File: config.mk
export PLATFORM = sky130hd
export DESIGN_NAME = mips_instr_encoder_flat
export DESIGN_NICKNAME = d
export VERILOG_FILES = /design/src/rtl/mips_instr_encoder_if.sv /design/src/rtl/mips_instr_encoder.sv /design/src/flat_wrapper.sv
export SDC_FILE = /design/constraint.sdc
export NUM_CORES = 1
export LEC_CHECK = 0
export ABC_AREA = 1
export CAP_MARGIN = 10
export CORE_AREA = 2 2 95 188
export DETAILED_ROUTE_END_ITERATION = 7
export DIE_AREA = 0 0 97 190
export PLACE_DENSITY = 0.95
export SLEW_MARGIN = 15
export SYNTH_ARGS = -nofsm -noshare
export SYNTH_HDL_FRONTEND = slang
export SYNTH_SLANG_ARGS = --single-unit
File: constraint.sdc
create_clock -name clk -period 6.5 [get_ports clk]
set_input_delay 1.3 -clock clk [delete_from_list [all_inputs] [get_ports clk]]
set_output_delay 1.3 -clock clk [all_outputs]
set_load 0.02 [all_outputs]
File: src/rtl/mips_instr_encoder_if.sv
// Handshake and control bundle between an instruction source and mips_instr_encoder.
interface mips_instr_encoder_if #(
    parameter int unsigned AW = 32
);
    logic          in_valid;
    logic          in_ready;
    logic [5:0]    in_opcode;
    logic [3:0]    in_aluop;
    logic [4:0]    in_rs;
    logic [4:0]    in_rt;
    logic [4:0]    in_rd;
    logic [15:0]   in_imm;
    logic [25:0]   in_target;
    logic          out_valid;
    logic          out_ready;
    logic [31:0]   out_data;
    logic [AW-1:0] out_addr;
    logic          base_load;
    logic [AW-1:0] base_addr;
    logic          err;
    logic          clr_err;
    logic [15:0]   words_issued;

    modport master (
        output in_valid, in_opcode, in_aluop, in_rs, in_rt, in_rd, in_imm, in_target,
        output out_ready, base_load, base_addr, clr_err,
        input  in_ready, out_valid, out_data, out_addr, err, words_issued
    );

    modport slave (
        input  in_valid, in_opcode, in_aluop, in_rs, in_rt, in_rd, in_imm, in_target,
        input  out_ready, base_load, base_addr, clr_err,
        output in_ready, out_valid, out_data, out_addr, err, words_issued
    );
endinterface

File: src/rtl/mips_instr_encoder.sv
// Packs symbolic MIPS fields into 32-bit words, buffers them in a FIFO and streams them
// out with a byte address. Define MIPS_DELAY_SLOT_NOP_EN to pad branches/jumps with a NOP.
module mips_instr_encoder #(
    parameter int unsigned DEPTH = 4,
    parameter int unsigned AW    = 32
) (
    input logic               clk,
    input logic               rst,
    mips_instr_encoder_if.slave bus
);
    localparam int unsigned PW = $clog2(DEPTH);
    localparam int unsigned CW = $clog2(DEPTH + 1);
    localparam logic [CW-1:0] FullCount = CW'(DEPTH);

    localparam logic [5:0] OpRtype = 6'b000000;
    localparam logic [5:0] OpJ     = 6'b000010;
    localparam logic [5:0] OpBeq   = 6'b000100;
    localparam logic [5:0] OpBne   = 6'b000101;
    localparam logic [5:0] OpAddi  = 6'b001000;
    localparam logic [5:0] OpLw    = 6'b100011;
    localparam logic [5:0] OpSw    = 6'b101011;

    logic [31:0]   mem [DEPTH];
    logic [PW-1:0] wr_ptr_q, rd_ptr_q;
    logic [CW-1:0] count_q;
    logic [AW-1:0] addr_q;
    logic [15:0]   words_q;
    logic          err_q;

    logic [31:0] enc_word;
    logic        enc_legal;
    logic [5:0]  funct;
    logic        full, idle, accept, push_legal, pad_push, push, pop;
    logic [31:0] push_word;

    always_comb begin
        enc_word  = '0;
        enc_legal = 1'b1;
        funct     = '0;
        case (bus.in_opcode)
            OpRtype: begin
                case (bus.in_aluop)
                    4'd2:    funct = 6'b100000;
                    4'd6:    funct = 6'b100010;
                    4'd0:    funct = 6'b100100;
                    4'd1:    funct = 6'b100101;
                    4'd12:   funct = 6'b100111;
                    4'd7:    funct = 6'b101010;
                    4'd13:   funct = 6'b100110;
                    default: enc_legal = 1'b0;
                endcase
                enc_word = {OpRtype, bus.in_rs, bus.in_rt, bus.in_rd, 5'b00000, funct};
            end
            OpLw, OpSw, OpAddi, OpBeq, OpBne:
                enc_word = {bus.in_opcode, bus.in_rs, bus.in_rt, bus.in_imm};
            OpJ:     enc_word = {OpJ, bus.in_target};
            default: enc_legal = 1'b0;
        endcase
    end

    assign full       = (count_q == FullCount);
    assign accept     = bus.in_valid & bus.in_ready;
    assign push_legal = accept & enc_legal;
    assign pop        = bus.out_valid & bus.out_ready;

`ifdef MIPS_DELAY_SLOT_NOP_EN
    typedef enum logic [0:0] {StIdle, StPad} state_e;
    state_e state_q;
    logic   enc_branch;

    assign enc_branch = (bus.in_opcode == OpBeq) || (bus.in_opcode == OpBne) ||
                        (bus.in_opcode == OpJ);

    always_ff @(posedge clk or posedge rst) begin
        if (rst) begin
            state_q <= StIdle;
        end else begin
            case (state_q)
                StIdle:  if (push_legal && enc_branch) state_q <= StPad;
                StPad:   if (!full) state_q <= StIdle;
                default: state_q <= StIdle;
            endcase
        end
    end

    assign idle     = (state_q == StIdle);
    assign pad_push = (state_q == StPad) && !full;
`else
    assign idle     = 1'b1;
    assign pad_push = 1'b0;
`endif

    // in_ready depends only on registered state, never on in_valid.
    assign bus.in_ready = !full && idle;
    assign push         = push_legal | pad_push;
    assign push_word    = pad_push ? 32'h0000_0000 : enc_word;

    always_ff @(posedge clk) begin
        if (push) mem[wr_ptr_q] <= push_word;
    end

    always_ff @(posedge clk or posedge rst) begin
        if (rst) begin
            wr_ptr_q <= '0;
            rd_ptr_q <= '0;
            count_q  <= '0;
        end else begin
            if (push) wr_ptr_q <= wr_ptr_q + 1'b1;
            if (pop)  rd_ptr_q <= rd_ptr_q + 1'b1;
            case ({push, pop})
                2'b10:   count_q <= count_q + 1'b1;
                2'b01:   count_q <= count_q - 1'b1;
                default: count_q <= count_q;
            endcase
        end
    end

    // base_load overrides the post-handshake increment; the current word keeps the old address.
    always_ff @(posedge clk or posedge rst) begin
        if (rst) begin
            addr_q <= '0;
        end else if (bus.base_load) begin
            addr_q <= bus.base_addr & ~AW'(3);
        end else if (pop) begin
            addr_q <= addr_q + AW'(4);
        end
    end

    always_ff @(posedge clk or posedge rst) begin
        if (rst) begin
            words_q <= '0;
        end else if (pop && (words_q != 16'hFFFF)) begin
            words_q <= words_q + 16'd1;
        end
    end

    // A new illegal accept beats a simultaneous clear.
    always_ff @(posedge clk or posedge rst) begin
        if (rst) begin
            err_q <= 1'b0;
        end else if (accept && !enc_legal) begin
            err_q <= 1'b1;
        end else if (bus.clr_err) begin
            err_q <= 1'b0;
        end
    end

    assign bus.out_valid    = (count_q != '0);
    assign bus.out_data     = bus.out_valid ? mem[rd_ptr_q] : 32'h0000_0000;
    assign bus.out_addr     = addr_q;
    assign bus.err          = err_q;
    assign bus.words_issued = words_q;
endmodule

File: src/flat_wrapper.sv
// flat-port wrapper written by rule: the top's interface ports become plain ports
module mips_instr_encoder_flat 
#(
    parameter int unsigned DEPTH = 4,
    parameter int unsigned AW    = 32
)
  (clk, rst, bus_in_valid, bus_in_opcode, bus_in_aluop, bus_in_rs, bus_in_rt, bus_in_rd, bus_in_imm, bus_in_target, bus_out_ready, bus_base_load, bus_base_addr, bus_clr_err, bus_in_ready, bus_out_valid, bus_out_data, bus_out_addr, bus_err, bus_words_issued);
  mips_instr_encoder_if #(.AW(AW)) bus_i ();
  input logic clk;
  input logic rst;
  input wire logic [$bits(bus_i.in_valid)-1:0] bus_in_valid;
  input wire logic [$bits(bus_i.in_opcode)-1:0] bus_in_opcode;
  input wire logic [$bits(bus_i.in_aluop)-1:0] bus_in_aluop;
  input wire logic [$bits(bus_i.in_rs)-1:0] bus_in_rs;
  input wire logic [$bits(bus_i.in_rt)-1:0] bus_in_rt;
  input wire logic [$bits(bus_i.in_rd)-1:0] bus_in_rd;
  input wire logic [$bits(bus_i.in_imm)-1:0] bus_in_imm;
  input wire logic [$bits(bus_i.in_target)-1:0] bus_in_target;
  input wire logic [$bits(bus_i.out_ready)-1:0] bus_out_ready;
  input wire logic [$bits(bus_i.base_load)-1:0] bus_base_load;
  input wire logic [$bits(bus_i.base_addr)-1:0] bus_base_addr;
  input wire logic [$bits(bus_i.clr_err)-1:0] bus_clr_err;
  output wire logic [$bits(bus_i.in_ready)-1:0] bus_in_ready;
  output wire logic [$bits(bus_i.out_valid)-1:0] bus_out_valid;
  output wire logic [$bits(bus_i.out_data)-1:0] bus_out_data;
  output wire logic [$bits(bus_i.out_addr)-1:0] bus_out_addr;
  output wire logic [$bits(bus_i.err)-1:0] bus_err;
  output wire logic [$bits(bus_i.words_issued)-1:0] bus_words_issued;
  assign bus_i.in_valid = bus_in_valid;
  assign bus_i.in_opcode = bus_in_opcode;
  assign bus_i.in_aluop = bus_in_aluop;
  assign bus_i.in_rs = bus_in_rs;
  assign bus_i.in_rt = bus_in_rt;
  assign bus_i.in_rd = bus_in_rd;
  assign bus_i.in_imm = bus_in_imm;
  assign bus_i.in_target = bus_in_target;
  assign bus_i.out_ready = bus_out_ready;
  assign bus_i.base_load = bus_base_load;
  assign bus_i.base_addr = bus_base_addr;
  assign bus_i.clr_err = bus_clr_err;
  assign bus_in_ready = bus_i.in_ready;
  assign bus_out_valid = bus_i.out_valid;
  assign bus_out_data = bus_i.out_data;
  assign bus_out_addr = bus_i.out_addr;
  assign bus_err = bus_i.err;
  assign bus_words_issued = bus_i.words_issued;
  mips_instr_encoder #(.DEPTH(DEPTH), .AW(AW)) u_core (.clk(clk), .rst(rst), .bus(bus_i));
endmodule
==> out/qor.yml <==
die:
  dieHeight_um: 190
  die-area_sq_um: 18400
  pin_count: 188
  start_util_pct: 53.5
  die_w_um: 97
  num_rows: 68
  core_area_sq_um: 17100
job:
  max_cap_violations: 0
grt:
  overflow: 0
  grt_antenna_before_repair: 0
  grt_pass1_wl_mm: 39.0
  grt_max_degree: 67
  grt_pass1_vias: 8106
  grt_use_total_pct: 26.5
route:
  firstDrtPassIters: 5
  viasPerCell: 5.67
  drtIter0Drc: 718
  detail_route.wl_per_cell_um: 17.1
  drt-total-wl_mm: 24.8
  ant_nets: 0
  vias: 8202
  drc: 0
cts:
  clkTransAtPathRegs_ns: 0.07
  clkSinkCount: 182
  cts_tree: "done"
  post_cts_buffers: 0
  htree_levels: 4
  cts-resized-gates: 0
  clockRootBuffer: "clkbuf_16"
  clock_latency_ns: 0.44
  cts_buffers: 17
  cts_hold_buffers: 0
  clock_path_buffers: 2
critical_path:
  cp.required_ns: 5.20
  crit_arrival_ns: 3.20
  crit_type: "reg -> out"
  cp_max_fo: 66
  crit_chain: "buf_4 -> inv_2 -> o21ai_0 -> a21oi_1 -> clkdlybuf4s50_1"
  cpMaxStageDelayCell: "inv_2"
  cp-end-kind: "output port"
  cpPeakStageDelay_ns: 0.78
  start_kind: "register"
worst_hold_path:
  hold_path.class: "reg -> reg"
synth:
  syn-instance-count: 1055
  seq_area_frac_synth_pct: 56.7
  ys_warn_count: 0
  netlist_area_sq_um: 9160
  synth.most_common_cell: "nand2_1"
  synth-seq-cells: 182
  synth-edff-count: 128
  avgSynthCellArea_sq_um: 8.68
  synth.distinct_cells: 41
  synth.area.top_cells: "edfxtp_1 42%, dfrtp_1 15%, nand2_1 10%"
  synth_common_cells: "243 x nand2_1, 240 x nor2_1, 128 x edfxtp_1, 103 x o21ai_0, 61 x inv_1"
  synth_top_area_share_pct: 42.0
  synth-main-ff-cell: "edfxtp_1"
  async_flop_share_pct: 29.7
  yosysTopAreaCell: "edfxtp_1"
power:
  switching_share_pct: 39.2
  p_clk_share_pct: 24.0
  power.density_nw_per_um2: 378
  seqPwrFrac_pct: 33.2
  p_leak_uw: 0.00465
  switchingPower_uw: 1740
  ir_drop_mv: 0.267
  p_comb_share_pct: 42.8
  internal-power_uw: 2710
finish:
  fillCellCount: 1192
  drive_gt1_share_pct: 5.25
  area_growth_pct: 28.5
  antennaDiodeCount: 0
  nNetsFinal: 1337
place:
  hpwl_mm: 15.9
  gp_congestion: 0.915
  portBuffers: 183
timing:
  finClkSkew_ns: 0.00849
  worst_slew_pin_slew_ns: 1.13
  whs_ns: 0.506
  period_share_pct: 69.2
  rsz0062_at_grt: "no"
  hold_viol_final: 0
  min_period_ns: 4.50
  timing.fmax_mhz: 222
  setup_viol_count_final: 0
  final_max_slew_viol_count: 0
  max_slew_margin_pct: 24.0
  finalSetupTns_ns: 0
outcome:
  status: "complete, no violations"
==> layout by cell type, fill, tap and decap left out, drive strengths merged, types with 7 or more instances in the layout <==
master         count
nor2             244
a21oi             41
edfxtp           128
buf                7
nor3               7
nand3             50
inv               67
clkbuf            20
ha                 7
nand3b            12
clkinv             8
dfrtp             54
xor2              11
clkdlybuf4s50    183
o21ai            106
nand2            246
==> power groups by stage <==
stage | sequential [uW] | clock (uW) | combinational (uW)
after floorplan | 1550 | 0 | 1020
after global placement | 1490 | 0 | 1810
after detailed placement | 1490 | 0 | 1880
after CTS | 1470 | 1070 | 1900
after global routing | 1490 | 1110 | 2060
final | 1480 | 1070 | 1900
==> layout make-up <==
| cell class | count | area (sq um) | area share, % |
|---|---|---|---|
| well taps | 210 | 263 | 2.23 |
| multi-input cells | 766 | 3550 | 30.1 |
| clock buffers | 20 | 457 | 3.88 |
| flip-flops and latches | 182 | 5200 | 44.2 |
| clock inverters | 12 | 165 | 1.40 |
| repair buffers | 190 | 1880 | 16.0 |
| inverters | 67 | 254 | 2.16 |
==> metrics by stage <==
| step | worst slack, ns | power [uW] | instance area [sq um] | instances | util, % |
|---|---|---|---|---|---|
| finish | 2.00 | 4450 | 11800 | 1447 | 68.8 |
| global route | 1.83 | 4660 | 11800 | 1447 | 68.8 |
| floorplan | 2.64 | 2570 | 9180 | 1060 | - |
| global placement | 2.09 | 3300 | 11100 | 1415 | 65.2 |
| CTS | 2.02 | 4440 | 11800 | 1447 | 68.8 |
| detailed placement | 1.93 | 3370 | 11100 | 1415 | 65.2 |
==> path summary, 6_finish.rpt <==
path | from | endpoint | slack (ns) | depth (start not counted)
worst max-delay path | u_core.rd_ptr_q[0]$_DFFE_PP0P_ | bus_out_data[21] | 2.00 | 5
worst min-delay path | u_core.count_q[1]$_DFFE_PP0P_ | u_core.count_q[1]$_DFFE_PP0P_ | 0.51 | 2
worst max register to register | u_core.count_q[0]$_DFFE_PP0P_ | u_core.count_q[2]$_DFFE_PP0P_ | 4.15 | 10
worst min register to register | u_core.count_q[1]$_DFFE_PP0P_ | u_core.count_q[1]$_DFFE_PP0P_ | 0.51 | 2
max in group asynchronous | rst | u_core.rd_ptr_q[0]$_DFFE_PP0P_ | 4.60 | 3
min in group asynchronous | rst | u_core.bus.words_issued[0]$_DFFE_PP0P_ | 1.40 | 3
==> kinds of logic (layout without fill, tap and decap cells) <==
kind of cell             count (synthesis)  after routing  share of synthesized area [%]
buffers and inverters                  112            289                           5.08
adder cells (fa/ha/maj)                  8              8                           1.17
AO/OA/AOI/OAI                          169            169                           9.89
flip-flops                             182            182                           56.7
AND/OR/NAND/NOR                        566            566                           25.5
other                                    1              6                         0.0409
XOR/XNOR                                17             17                           1.63
==> layer usage <==
layer | wire length, um | GRT usage (%)
met3 | 2210 | 5.77
met5 | 0 | 0
met4 | 770 | 12.8
met2 | 12300 | 45.0
met1 | 9420 | 32.1
==> registers in the layout, summed over array words and instances (netlist names) <==
signal and flops:
u_core.bus.words_issued 16, u_core.rd_ptr_q 2, u_core.count_q 3, u_core.wr_ptr_q 2
u_core.mem 128, u_core.bus.err 1, u_core.bus.out_addr 30
==> worst max-delay path, delay by kind of cell (launching register included) <==
kind            cells  cell delay, ns
flops               1            0.40
compound gates      2            0.55
buf+inv             3            1.77
Power figures use the tool's default switching activity.
